$ cat config.mk
export PLATFORM = sky130hd
export DESIGN_NAME = l1_cache_control_flat
export DESIGN_NICKNAME = d
export VERILOG_FILES = /design/src/rtl/l1_cache_control_if.sv /design/src/rtl/l1_cache_control.sv /design/src/flat_wrapper.sv
export SDC_FILE = /design/constraint.sdc
export NUM_CORES = 1
export LEC_CHECK = 0
export ABC_AREA = 1
export CAP_MARGIN = 0
export CORE_UTILIZATION = 47
export CTS_BUF_LIST = sky130_fd_sc_hd__clkbuf_16
export DETAILED_ROUTE_END_ITERATION = 16
export PLACE_DENSITY_LB_ADDON = 0.12
export SYNTH_ARGS = -nofsm -noshare
export SYNTH_HDL_FRONTEND = slang
export SYNTH_SLANG_ARGS = --single-unit
$ cat constraint.sdc
create_clock -name clk -period 7.6 [get_ports clk]
set_clock_uncertainty 0.15 [all_clocks]
set_input_delay 0.76 -clock clk [delete_from_list [all_inputs] [get_ports clk]]
set_output_delay 0.76 -clock clk [all_outputs]
set_load 0.1 [all_outputs]
$ cat src/rtl/l1_cache_control_if.sv
// l1_cache_control_if
//   Bundles the CPU request port, the physical-memory line port and the
//   data-array control signals of the L1 cache controller.
//
//   Handshake rules:
//   - CPU side: mem_read/mem_write (the request) stay asserted, with
//     mem_address stable, until the cycle in which mem_resp is high.
//     mem_resp is a single-cycle completion pulse.
//   - pmem side: pmem_read/pmem_write stay asserted, with pmem_address
//     stable, up to and including the cycle in which pmem_resp is sampled
//     high. They are never asserted together.
//
//   Modports:
//   - slave  : the cache controller view (takes CPU requests, drives pmem).
//   - master : the environment view (CPU plus physical memory).
interface l1_cache_control_if;
  logic        mem_read;
  logic        mem_write;
  logic [15:0] mem_address;
  logic        mem_resp;
  logic        pmem_read;
  logic        pmem_write;
  logic [15:0] pmem_address;
  logic        pmem_resp;
  logic [2:0]  arr_index;
  logic        arr_write;
  logic        arr_sel;

  modport slave (
    input  mem_read, mem_write, mem_address, pmem_resp,
    output mem_resp, pmem_read, pmem_write, pmem_address,
    output arr_index, arr_write, arr_sel
  );

  modport master (
    output mem_read, mem_write, mem_address, pmem_resp,
    input  mem_resp, pmem_read, pmem_write, pmem_address,
    input  arr_index, arr_write, arr_sel
  );
endinterface

$ cat src/rtl/l1_cache_control.sv
// l1_cache_control
//   Control block of the direct-mapped L1 cache. Holds tag/valid/dirty per
//   set, detects hits, and sequences dirty-line writeback and line fill
//   against physical memory. Drives the data array's index, write enable
//   and datain select; the line storage and data merge live elsewhere.
//
//   Ports:
//   - clk       : system clock, rising edge
//   - reset     : asynchronous, active-high
//   - bus       : l1_cache_control_if.slave (CPU, pmem and array signals)
//   - state_dbg : current FSM state (0 = CHECK, 1 = WRITEBACK, 2 = FILL)
//
//   Address split: tag = mem_address[15:7], index = [6:4], offset = [3:0].
//   All bus outputs are combinational from state and inputs.
module l1_cache_control #(
  parameter int TAG_W = 9,
  parameter int SETS  = 8
) (
  input  logic                 clk,
  input  logic                 reset,
  l1_cache_control_if.slave    bus,
  output logic [1:0]           state_dbg
);

  localparam logic [1:0] S_CHECK     = 2'd0;
  localparam logic [1:0] S_WRITEBACK = 2'd1;
  localparam logic [1:0] S_FILL      = 2'd2;

  logic [1:0]       state_q, state_d;
  logic [TAG_W-1:0] tag_q [SETS];
  logic [TAG_W-1:0] tag_d [SETS];
  logic [SETS-1:0]  valid_q, valid_d;
  logic [SETS-1:0]  dirty_q, dirty_d;

  logic [2:0]       idx;
  logic [TAG_W-1:0] req_tag;
  logic             req;
  logic             hit;

  assign idx       = bus.mem_address[6:4];
  assign req_tag   = bus.mem_address[15:16-TAG_W];
  // A simultaneous read+write is handled as a write, so mem_write alone
  // decides whether the hit cycle merges into the array.
  assign req       = bus.mem_read | bus.mem_write;
  assign hit       = valid_q[idx] & (tag_q[idx] == req_tag);
  assign state_dbg = state_q;
  assign bus.arr_index = idx;

  always_comb begin
    state_d          = state_q;
    tag_d            = tag_q;
    valid_d          = valid_q;
    dirty_d          = dirty_q;
    bus.mem_resp     = 1'b0;
    bus.pmem_read    = 1'b0;
    bus.pmem_write   = 1'b0;
    bus.pmem_address = 16'h0000;
    bus.arr_write    = 1'b0;
    bus.arr_sel      = 1'b0;

    case (state_q)
      S_CHECK: begin
        // pmem_resp is deliberately ignored here.
        if (req) begin
          if (hit) begin
            bus.mem_resp = 1'b1;
            if (bus.mem_write) begin
              bus.arr_write = 1'b1;
              dirty_d[idx]  = 1'b1;
            end
          end else if (valid_q[idx] && dirty_q[idx]) begin
            state_d = S_WRITEBACK;
          end else begin
            state_d = S_FILL;
          end
        end
      end

      S_WRITEBACK: begin
        // Victim line address comes from the stored tag, not the request.
        bus.pmem_write   = 1'b1;
        bus.pmem_address = {tag_q[idx], idx, 4'b0000};
        if (bus.pmem_resp) begin
          dirty_d[idx] = 1'b0;
          state_d      = S_FILL;
        end
      end

      S_FILL: begin
        bus.pmem_read    = 1'b1;
        bus.pmem_address = {bus.mem_address[15:4], 4'b0000};
        if (bus.pmem_resp) begin
          bus.arr_write = 1'b1;
          bus.arr_sel   = 1'b1;
          tag_d[idx]    = req_tag;
          valid_d[idx]  = 1'b1;
          dirty_d[idx]  = 1'b0;
          // The request completes on the following CHECK cycle as a hit.
          state_d       = S_CHECK;
        end
      end

      default: state_d = S_CHECK;
    endcase
  end

  always_ff @(posedge clk or posedge reset) begin
    if (reset) begin
      state_q <= S_CHECK;
      valid_q <= '0;
      dirty_q <= '0;
      for (int i = 0; i < SETS; i++) begin
        tag_q[i] <= '0;
      end
    end else begin
      state_q <= state_d;
      valid_q <= valid_d;
      dirty_q <= dirty_d;
      for (int i = 0; i < SETS; i++) begin
        tag_q[i] <= tag_d[i];
      end
    end
  end

endmodule

$ cat src/flat_wrapper.sv
// flat-port wrapper written by rule: the top's interface ports become plain ports
module l1_cache_control_flat 
#(
  parameter int TAG_W = 9,
  parameter int SETS  = 8
)
  (clk, reset, state_dbg, bus_mem_read, bus_mem_write, bus_mem_address, bus_pmem_resp, bus_mem_resp, bus_pmem_read, bus_pmem_write, bus_pmem_address, bus_arr_index, bus_arr_write, bus_arr_sel);
  l1_cache_control_if bus_i ();
  input  logic clk;
  input  logic reset;
  output logic [1:0] state_dbg;
  input wire logic [$bits(bus_i.mem_read)-1:0] bus_mem_read;
  input wire logic [$bits(bus_i.mem_write)-1:0] bus_mem_write;
  input wire logic [$bits(bus_i.mem_address)-1:0] bus_mem_address;
  input wire logic [$bits(bus_i.pmem_resp)-1:0] bus_pmem_resp;
  output wire logic [$bits(bus_i.mem_resp)-1:0] bus_mem_resp;
  output wire logic [$bits(bus_i.pmem_read)-1:0] bus_pmem_read;
  output wire logic [$bits(bus_i.pmem_write)-1:0] bus_pmem_write;
  output wire logic [$bits(bus_i.pmem_address)-1:0] bus_pmem_address;
  output wire logic [$bits(bus_i.arr_index)-1:0] bus_arr_index;
  output wire logic [$bits(bus_i.arr_write)-1:0] bus_arr_write;
  output wire logic [$bits(bus_i.arr_sel)-1:0] bus_arr_sel;
  assign bus_i.mem_read = bus_mem_read;
  assign bus_i.mem_write = bus_mem_write;
  assign bus_i.mem_address = bus_mem_address;
  assign bus_i.pmem_resp = bus_pmem_resp;
  assign bus_mem_resp = bus_i.mem_resp;
  assign bus_pmem_read = bus_i.pmem_read;
  assign bus_pmem_write = bus_i.pmem_write;
  assign bus_pmem_address = bus_i.pmem_address;
  assign bus_arr_index = bus_i.arr_index;
  assign bus_arr_write = bus_i.arr_write;
  assign bus_arr_sel = bus_i.arr_sel;
  l1_cache_control #(.TAG_W(TAG_W), .SETS(SETS)) u_core (.clk(clk), .reset(reset), .bus(bus_i), .state_dbg(state_dbg));
endmodule
# [After elaboration in Yosys (flattened, before gate mapping)]
# Index checks and enable logic that the tools add are counted.
[word_totals] regBits=90 in_bits=21 out_inout_bits=26 word_cells=76
[op_classes] magnitude_cmp=4 n_eq_ne=10 mux=35 bitwise=7 reduce_logical=9
[ops] op="$bwmux W72" count=1
[ops] op="$mux W8" count=4
[ops] op="$pmux W16 S2" count=1
[ops] op="$bmux W9 S3" count=1
[ops] op="$demux W9 S3" count=1
[ops] op="$mux W9" count=3
[ops] op="$or A8 B8 Y8" count=2
[ops] op="$pmux W8 S2" count=1
[ops] op="$mux W1" count=13
[ops] op="$mux W2" count=5
[ops] op="$eq A9 B9 Y1" count=1
[ops] op="$and A8 B8 Y8" count=1
[ops] op="$ne A2 B2 Y1 const B" count=4
[ops] op="$not A8 Y8" count=1
[ops] op="$bmux W1 S3" count=2
[ops] op="$ne A2 B1 Y1 const B" count=3
[ops] op="$pmux W2 S3" count=1
[ops] op="$reduce_and A5 Y1" count=1
[ops] op="$ge A4 B4 Y1 const B" count=1
[ops] op="$lt A3 B4 Y1 const B" count=1
[ops] op="$lt A4 B1 Y1 const B" count=1
[ops] op="$not A3 Y4" count=1
[ops] op="$reduce_and A4 Y1" count=1
[ops] op="$demux W1 S3" count=1
[ops] op="11 further kinds" count=13

# [Depth between registers and ports, before layout]
# Gate-level depths: netlist (run 1).
[logic_depth] word_depth=9 mapped_depth=19 ltp_nobuf=17

# [Worst setup path after synthesis (run 1)]
# No wires, ideal clock.
[synth_timing] kind="input to output" start="in bus_mem_address[6]" end="out bus_arr_write" t_arrival_ns=3.988 setup_slack_ns=2.702 path_stages=12 path_cell_list="buf_6 -> nor2_1 -> nand3_1 -> nand2_1 -> inv_1 -> nand2_1 -> nor2_1 -> nor2_2 -> nand3_1 -> a21oi_1 -> nand3_1 -> o21ai_0"
[synth_between] elab_chain_cells=9
[synth_rtl] element="from (decl)" line_no="flat_wrapper.sv:14" text="input wire logic [$bits(bus_i.mem_address)-1:0] bus_mem_address;"
[synth_rtl] element="$not A3 Y4 (not written as such)" line_no="l1_cache_control.sv:45" text="assign hit = valid_q[idx] & (tag_q[idx] == req_tag);"
[synth_rtl] element="$bmux W9 S3" line_no="l1_cache_control.sv:45"
[synth_rtl] element="$mux W9 (not written as such) (2 in series)" line_no="l1_cache_control.sv:45"
[synth_rtl] element="$eq A9 B9 Y1" line_no="l1_cache_control.sv:45"
[synth_rtl] element="$and A1 B1 Y1 (*)" line_no="l1_cache_control.sv:45"
[synth_rtl] element="$mux W1 (*)" line_no="l1_cache_control.sv:65" text="if (hit) begin"
[synth_rtl] element="$mux W1 (*)" line_no="l1_cache_control.sv:64" text="if (req) begin"
[synth_rtl] element="$pmux W1 S2 (*)" line_no="l1_cache_control.sv:61" text="case (state_q)"
[synth_rtl] element="to (decl)" line_no="flat_wrapper.sv:21" text="output wire logic [$bits(bus_i.arr_write)-1:0] bus_arr_write;"
# Mark *: on every way between the ends. The rest lies on a longest branch, timed or not. The select of a mux whose other input is x is not followed.

# [Final worst setup path (run 1)]
[layout_timing] start="in bus_mem_address[5]" end="out bus_arr_write"
# Same word-level chain as after synthesis.

==> impl_metrics.env, run 1 <==
export IMPL_status="completed"
export IMPL_reg2reg_to="u_core.tag_q[24]$_DFFE_PP0P_"
export IMPL_rsz0062_at_grt="false"
export IMPL_cap_violations=0
export IMPL_fmax_mhz=176
export IMPL_path_clk_slew_ps=60
export IMPL_leakagePower_uw=0.00288
export IMPL_finalCoreUtilization_pct=55.8
export IMPL_vdd_drop_max_v=0.000218
export IMPL_critPathArrivalTime_ps=4760
export IMPL_grt_pass1_vias=4021
export IMPL_rows=36
export IMPL_syn_cell_area_um2=4890
export IMPL_wirelength_um=12300
export IMPL_synth_seq_cells=90
export IMPL_diodes=0
export IMPL_critPathLaunch="bus_mem_address[5]"
export IMPL_fin_crit_sh_pct=74.6
export IMPL_powerDensity_nw_per_um2=384
export IMPL_crit_type="input port to output port"
export IMPL_tritoncts="yes"
export IMPL_die_w_um=104
export IMPL_grt_max_degree=56
export IMPL_drive_gt1_share_pct=4.01
export IMPL_path_delay_family="buffers and inverters"
export IMPL_antenna_found_initial=0
export IMPL_cts_root_buffer="clkbuf_16"
export IMPL_cp_data_required_time_ps=6690
export IMPL_startpoint_type="input port"
export IMPL_min_path_cells=2
export IMPL_hold_path_class="flop to flop"
export IMPL_grt_use_total_pct=24.2
export IMPL_cpPeakStageDelay_ps=1150
export IMPL_fin_nets=744
export IMPL_via_per_inst=5.15
export IMPL_synth_warnings=0
export IMPL_syn_inst=696
export IMPL_wl_per_cell_um=14.3
export IMPL_path_max_fanout=16
export IMPL_die_area_um2=10800
export IMPL_path_buf_inv=3
export IMPL_final_setup_tns_ps=0
export IMPL_cts_setup_buffers=0
export IMPL_holdWs_ps=299
export IMPL_slew_headroom_pct=25.3
export IMPL_period_minus_slack_ps=5670
export IMPL_cts_repair_resized=0
export IMPL_pin_count=47
export IMPL_hold_viol=0
export IMPL_antenna_left=0
export IMPL_io_buffers=38
export IMPL_core_area_um2=9910
export IMPL_synth_distinct_cells=25
export IMPL_drtIter0Drc=324
export IMPL_synth_avg_cell_area_um2=7.03
export IMPL_cpMaxStageDelayCell="clkdlybuf4s50_1"
export IMPL_num_vias=4417
export IMPL_cts_max_level=3
export IMPL_cts_sinks=90
export IMPL_die_h_um=104
export IMPL_clk_path_buf_depth=2
export IMPL_area_growth_pct=12.9
export IMPL_cts_buffers=9
export IMPL_reg2reg_from="u_core.state_dbg[0]$_DFFE_PP0P_"
export IMPL_place_hpwl_um=8350
export IMPL_clk_latency_ps=340
export IMPL_reg2regPathDepth=5
export IMPL_cp_depth=14
export IMPL_cts_hold_buf=0
export IMPL_endpoint_kind="output port"
export IMPL_overflow=0
export IMPL_design_power_total_uw=2120
export IMPL_gp_congestion=0.885
export IMPL_min_from="u_core.valid_q[0]$_DFFE_PP0P_"
export IMPL_synth_seq_area_share_pct=46.0
export IMPL_cpMostUsedCell="nand2_1"
export IMPL_setup_viol=0
export IMPL_crit_end="bus_arr_write"
export IMPL_ff2ff_setup_slack_ps=4930
export IMPL_drc=0
export IMPL_finalMaxSlewViolations=0
export IMPL_grt_pass1_wl_um=20500
export IMPL_dr_pass1_iters=4
export IMPL_start_util_pct=49.4
export IMPL_worst_pin_slew_ps=1120
export IMPL_path_cells="clkdlybuf4s50_1, inv_1, nor2_4, nand3_1, nand2_1, nor2_1, nand2_1, nand2_1, a31oi_1, nand2_1, nor2_1, nand3_1, o21ai_0, clkdlybuf4s50_1"
-- Yosys cell counts, drive strengths merged --
| master | instances | share of area, % |
|---|---|---|
| nand2 | 298 | 23 |
| dfrtp | 90 | 46 |
| inv | 84 | 6.4 |
| o21ai | 80 | 8.2 |
| nand3 | 40 | 4.1 |
| nor2 | 31 | 2.7 |
| buf | 21 | 3.5 |
| a21oi | 15 | 1.5 |
| clkbuf | 11 | 0.84 |
| nand4 | 10 | 1.3 |
| ha | 4 | 1.0 |
| nor3 | 3 | 0.31 |
| a31oi | 2 | 0.26 |
| or2 | 2 | 0.26 |
| a21o | 1 | 0.15 |
| a22o | 1 | 0.18 |
| a22oi | 1 | 0.15 |
| clkinv | 1 | 0.077 |
| conb | 1 | 0.077 |
-- logic make-up after synthesis --
logic type / share of synthesized area [%]
fa+ha+maj: 1.02
simple gates: 31.5
compound gates: 10.5
flops: 46.0
buf+inv: 10.9
other cells: 0.0766
-- metrics by stage --
stage	setup slack [ps]	instance area, um2	cells
6_report	1930	5530	857
4_1_cts	1990	5530	857
5_1_grt	1690	5530	857
2_1_floorplan	2700	4900	699
3_3_place_gp	2010	5260	841
3_5_place_dp	2000	5260	841
-- worst register-to-register path: cells and delay by family, from the launching register on --
family	cells	cell delay, ps
and+or+nand+nor	2	1160
AOI/OAI and AO/OA	1	190
buffers and inverters	1	100
adders and majority gates	1	480
DFF	1	430
-- sequential cells by signal, indices dropped and copies added (netlist names), named ones only --
register	count
u_core.state_dbg	2
u_core.tag_q	72
u_core.valid_q	8
-- cell type report --
| type | instances | area [um2] |
|---|---|---|
| clock inverter | 7 | 40.0 |
| fill | 997 | 4380 |
| tap | 133 | 166 |
| timing repair buffer | 41 | 403 |
| clock buffer | 9 | 225 |
| inverter | 85 | 320 |
| multi-input combinational | 492 | 2120 |
| sequential | 90 | 2250 |
-- power breakdown --
part / switching [uW] / internal, uW
Combinational: 658 / 260
Sequential: 105 / 695
Clock: 187 / 218
-- layout by cell type, fill, tap and decap left out, drive strengths merged, types with 3 or more instances in the layout --
master,count
nor3,3
a21oi,15
nand4,10
inv,86
nand3,40
conb,4
nor2,31
dfrtp,90
clkdlybuf4s50,38
nand2,298
ha,4
buf,3
clkinv,4
o21ai,80
clkbuf,9
-- worst min-delay path by stage --
stage,endpoint
after global routing,u_core.valid_q[3]$_DFFE_PP0P_
after global placement,u_core.valid_q[6]$_DFFE_PP0P_
after detailed placement,u_core.valid_q[0]$_DFFE_PP0P_
after floorplan,u_core.valid_q[0]$_DFFE_PP0P_
final,u_core.valid_q[0]$_DFFE_PP0P_
after CTS,u_core.valid_q[0]$_DFFE_PP0P_
-- layer usage --
layer  part of all wire (%)  global-route usage [%]
met5                      0                       0
met4                    1.5                    8.27
met3                    6.8                    3.70
met2                     43                    36.5
met1                     49                    35.4
Power figures use the tool's default switching activity.
==> inputs of run 2 (changes only) <==
clock period = 5.4 ns   (was 7.6 ns; I/O delays follow)
==> impl_metrics.env, run 2 (same netlist as run 1, synthesis figures left out) <==
export IMPL_finalMaxSlewViolations=0
export IMPL_path_cells="clkdlybuf4s50_1, buf_4, inv_1, nor2_4, nand3_1, nand2_1, inv_1, nand2_1, nor2_1, nor2_2, nand3_1, a21oi_1, nand3_1, o21ai_0, buf_12"
export IMPL_die_w_um=104
export IMPL_holdWs_ps=295
export IMPL_grt_use_total_pct=24.4
export IMPL_cpMostUsedCell="nand3_1"
export IMPL_cts_max_level=3
export IMPL_area_growth_pct=13.9
export IMPL_via_per_inst=5.12
export IMPL_powerDensity_nw_per_um2=550
export IMPL_dr_pass1_iters=5
export IMPL_antenna_found_initial=0
export IMPL_worst_pin_slew_ps=1180
export IMPL_min_path_cells=2
export IMPL_cts_repair_resized=0
export IMPL_cts_buffers=9
export IMPL_min_from="u_core.valid_q[6]$_DFFE_PP0P_"
export IMPL_num_vias=4380
export IMPL_hold_path_class="flop to flop"
export IMPL_path_max_fanout=12
export IMPL_startpoint_type="input port"
export IMPL_finalCoreUtilization_pct=56.2
export IMPL_start_util_pct=49.4
export IMPL_drtIter0Drc=261
export IMPL_cap_violations=0
export IMPL_drc=0
export IMPL_slew_headroom_pct=21.0
export IMPL_clk_latency_ps=340
export IMPL_final_setup_tns_ps=0
export IMPL_cts_sinks=90
export IMPL_cpPeakStageDelay_ps=610
export IMPL_status="completed"
export IMPL_grt_pass1_vias=4044
export IMPL_rsz0062_at_grt="false"
export IMPL_final_common_cell="nand2_1"
export IMPL_antenna_left=0
export IMPL_wirelength_um=12200
export IMPL_drive_gt1_share_pct=5.53
export IMPL_critPathArrivalTime_ps=3440
export IMPL_reg2reg_from="u_core.state_dbg[0]$_DFFE_PP0P_"
export IMPL_grt_pass1_wl_um=20800
export IMPL_hold_viol=0
export IMPL_fin_crit_sh_pct=76.4
export IMPL_pin_count=47
export IMPL_place_hpwl_um=8470
export IMPL_cp_data_required_time_ps=4710
export IMPL_die_h_um=104
export IMPL_diodes=0
export IMPL_reg2regPathDepth=5
export IMPL_rows=36
export IMPL_fmax_mhz=242
export IMPL_core_area_um2=9910
export IMPL_setup_viol=0
export IMPL_endpoint_kind="output port"
export IMPL_top_register="u_core.tag_q"
export IMPL_layout_common_cells="297 x nand2_1, 90 x dfrtp_1, 80 x o21ai_0"
export IMPL_reg2reg_to="u_core.tag_q[24]$_DFFE_PP0P_"
export IMPL_cts_setup_buffers=0
export IMPL_fin_nets=745
export IMPL_leakagePower_uw=0.00292
export IMPL_gp_congestion=0.904
export IMPL_cpMaxStageDelayCell="clkdlybuf4s50_1"
export IMPL_grt_max_degree=60
export IMPL_path_clk_slew_ps=60
export IMPL_vdd_drop_max_v=0.000284
export IMPL_tritoncts="yes"
export IMPL_crit_type="input port to output port"
export IMPL_ff2ff_setup_slack_ps=2740
export IMPL_largest_register_ffs=72
export IMPL_die_area_um2=10800
export IMPL_wl_per_cell_um=14.3
export IMPL_period_minus_slack_ps=4130
export IMPL_overflow=0
export IMPL_cts_root_buffer="clkbuf_16"
export IMPL_holdPathEnd="u_core.valid_q[6]$_DFFE_PP0P_"
export IMPL_clk_path_buf_depth=2
export IMPL_io_buffers=38
export IMPL_cts_hold_buf=0
## run 2: changes by cell type in the layout (fill, tap and decap cells not counted)
cell	before	now
buf_4	3	13
inv_1	81	78
clkinvlp_4	2	0
bufinv_16	0	2
buf_12	0	3
clkinv_2	2	1
clkinv_4	1	0
clkdlybuf4s50_1	38	26
clkinv_1	1	4
## run 2: worst max-delay path by stage
stage | from | end | slack [ps] | cells after the start
CTS | bus_mem_address[5] | bus_arr_write | 1310 | 15
floorplan | u_core.state_dbg[0]$_DFFE_PP0P_ | bus_pmem_address[10] | 860 | 4
global route | bus_mem_address[5] | bus_arr_write | 1070 | 15
global placement | bus_mem_address[5] | bus_arr_write | 1300 | 15
detailed placement | bus_mem_address[5] | bus_arr_write | 1320 | 15
finish | bus_mem_address[5] | bus_arr_write | 1270 | 15
## run 2: stage by stage
step / setup slack (ps) / instance area, um2 / total power [uW] / cells
2_1_floorplan: 855 / 4900 / 2140 / 699
3_3_place_gp: 1300 / 5280 / 2390 / 842
3_5_place_dp: 1320 / 5280 / 2430 / 842
4_1_cts: 1310 / 5570 / 3080 / 856
5_1_grt: 1070 / 5570 / 3300 / 856
6_report: 1270 / 5570 / 3070 / 856
## run 2: power by group
group	internal (uW)	switching (uW)	leakage, uW
clock network	395	247	0.000144
registers	979	152	0.00110
logic	368	925	0.00168
total	1740	1320	0.00292
## run 2: metal layers
layer / global-route usage (%) / vias to the layer above / wire length [um]
met3: 4.39 / 11 / 694
met1: 35.8 / 2059 / 6030
met4: 6.84 / 0 / 125
met5: 0 / - / 0
met2: 37.0 / 117 / 5400
li1: - / 2193 / -
## run 2: critical path: cells and delay by family
kind | cells | cell delay (ps)
simple gates | 8 | 980
compound gates | 2 | 550
buf+inv | 5 | 1340
## run 2: final cells by class
| cell class | count | area, um2 |
|---|---|---|
| fillers | 981 | 4340 |
| flip-flops and latches | 90 | 2250 |
| multi-input cells | 492 | 2120 |
| repair buffers | 42 | 418 |
| inverters | 85 | 320 |
| clock buffers | 9 | 225 |
| well taps | 133 | 166 |
| clock inverters | 5 | 71.3 |
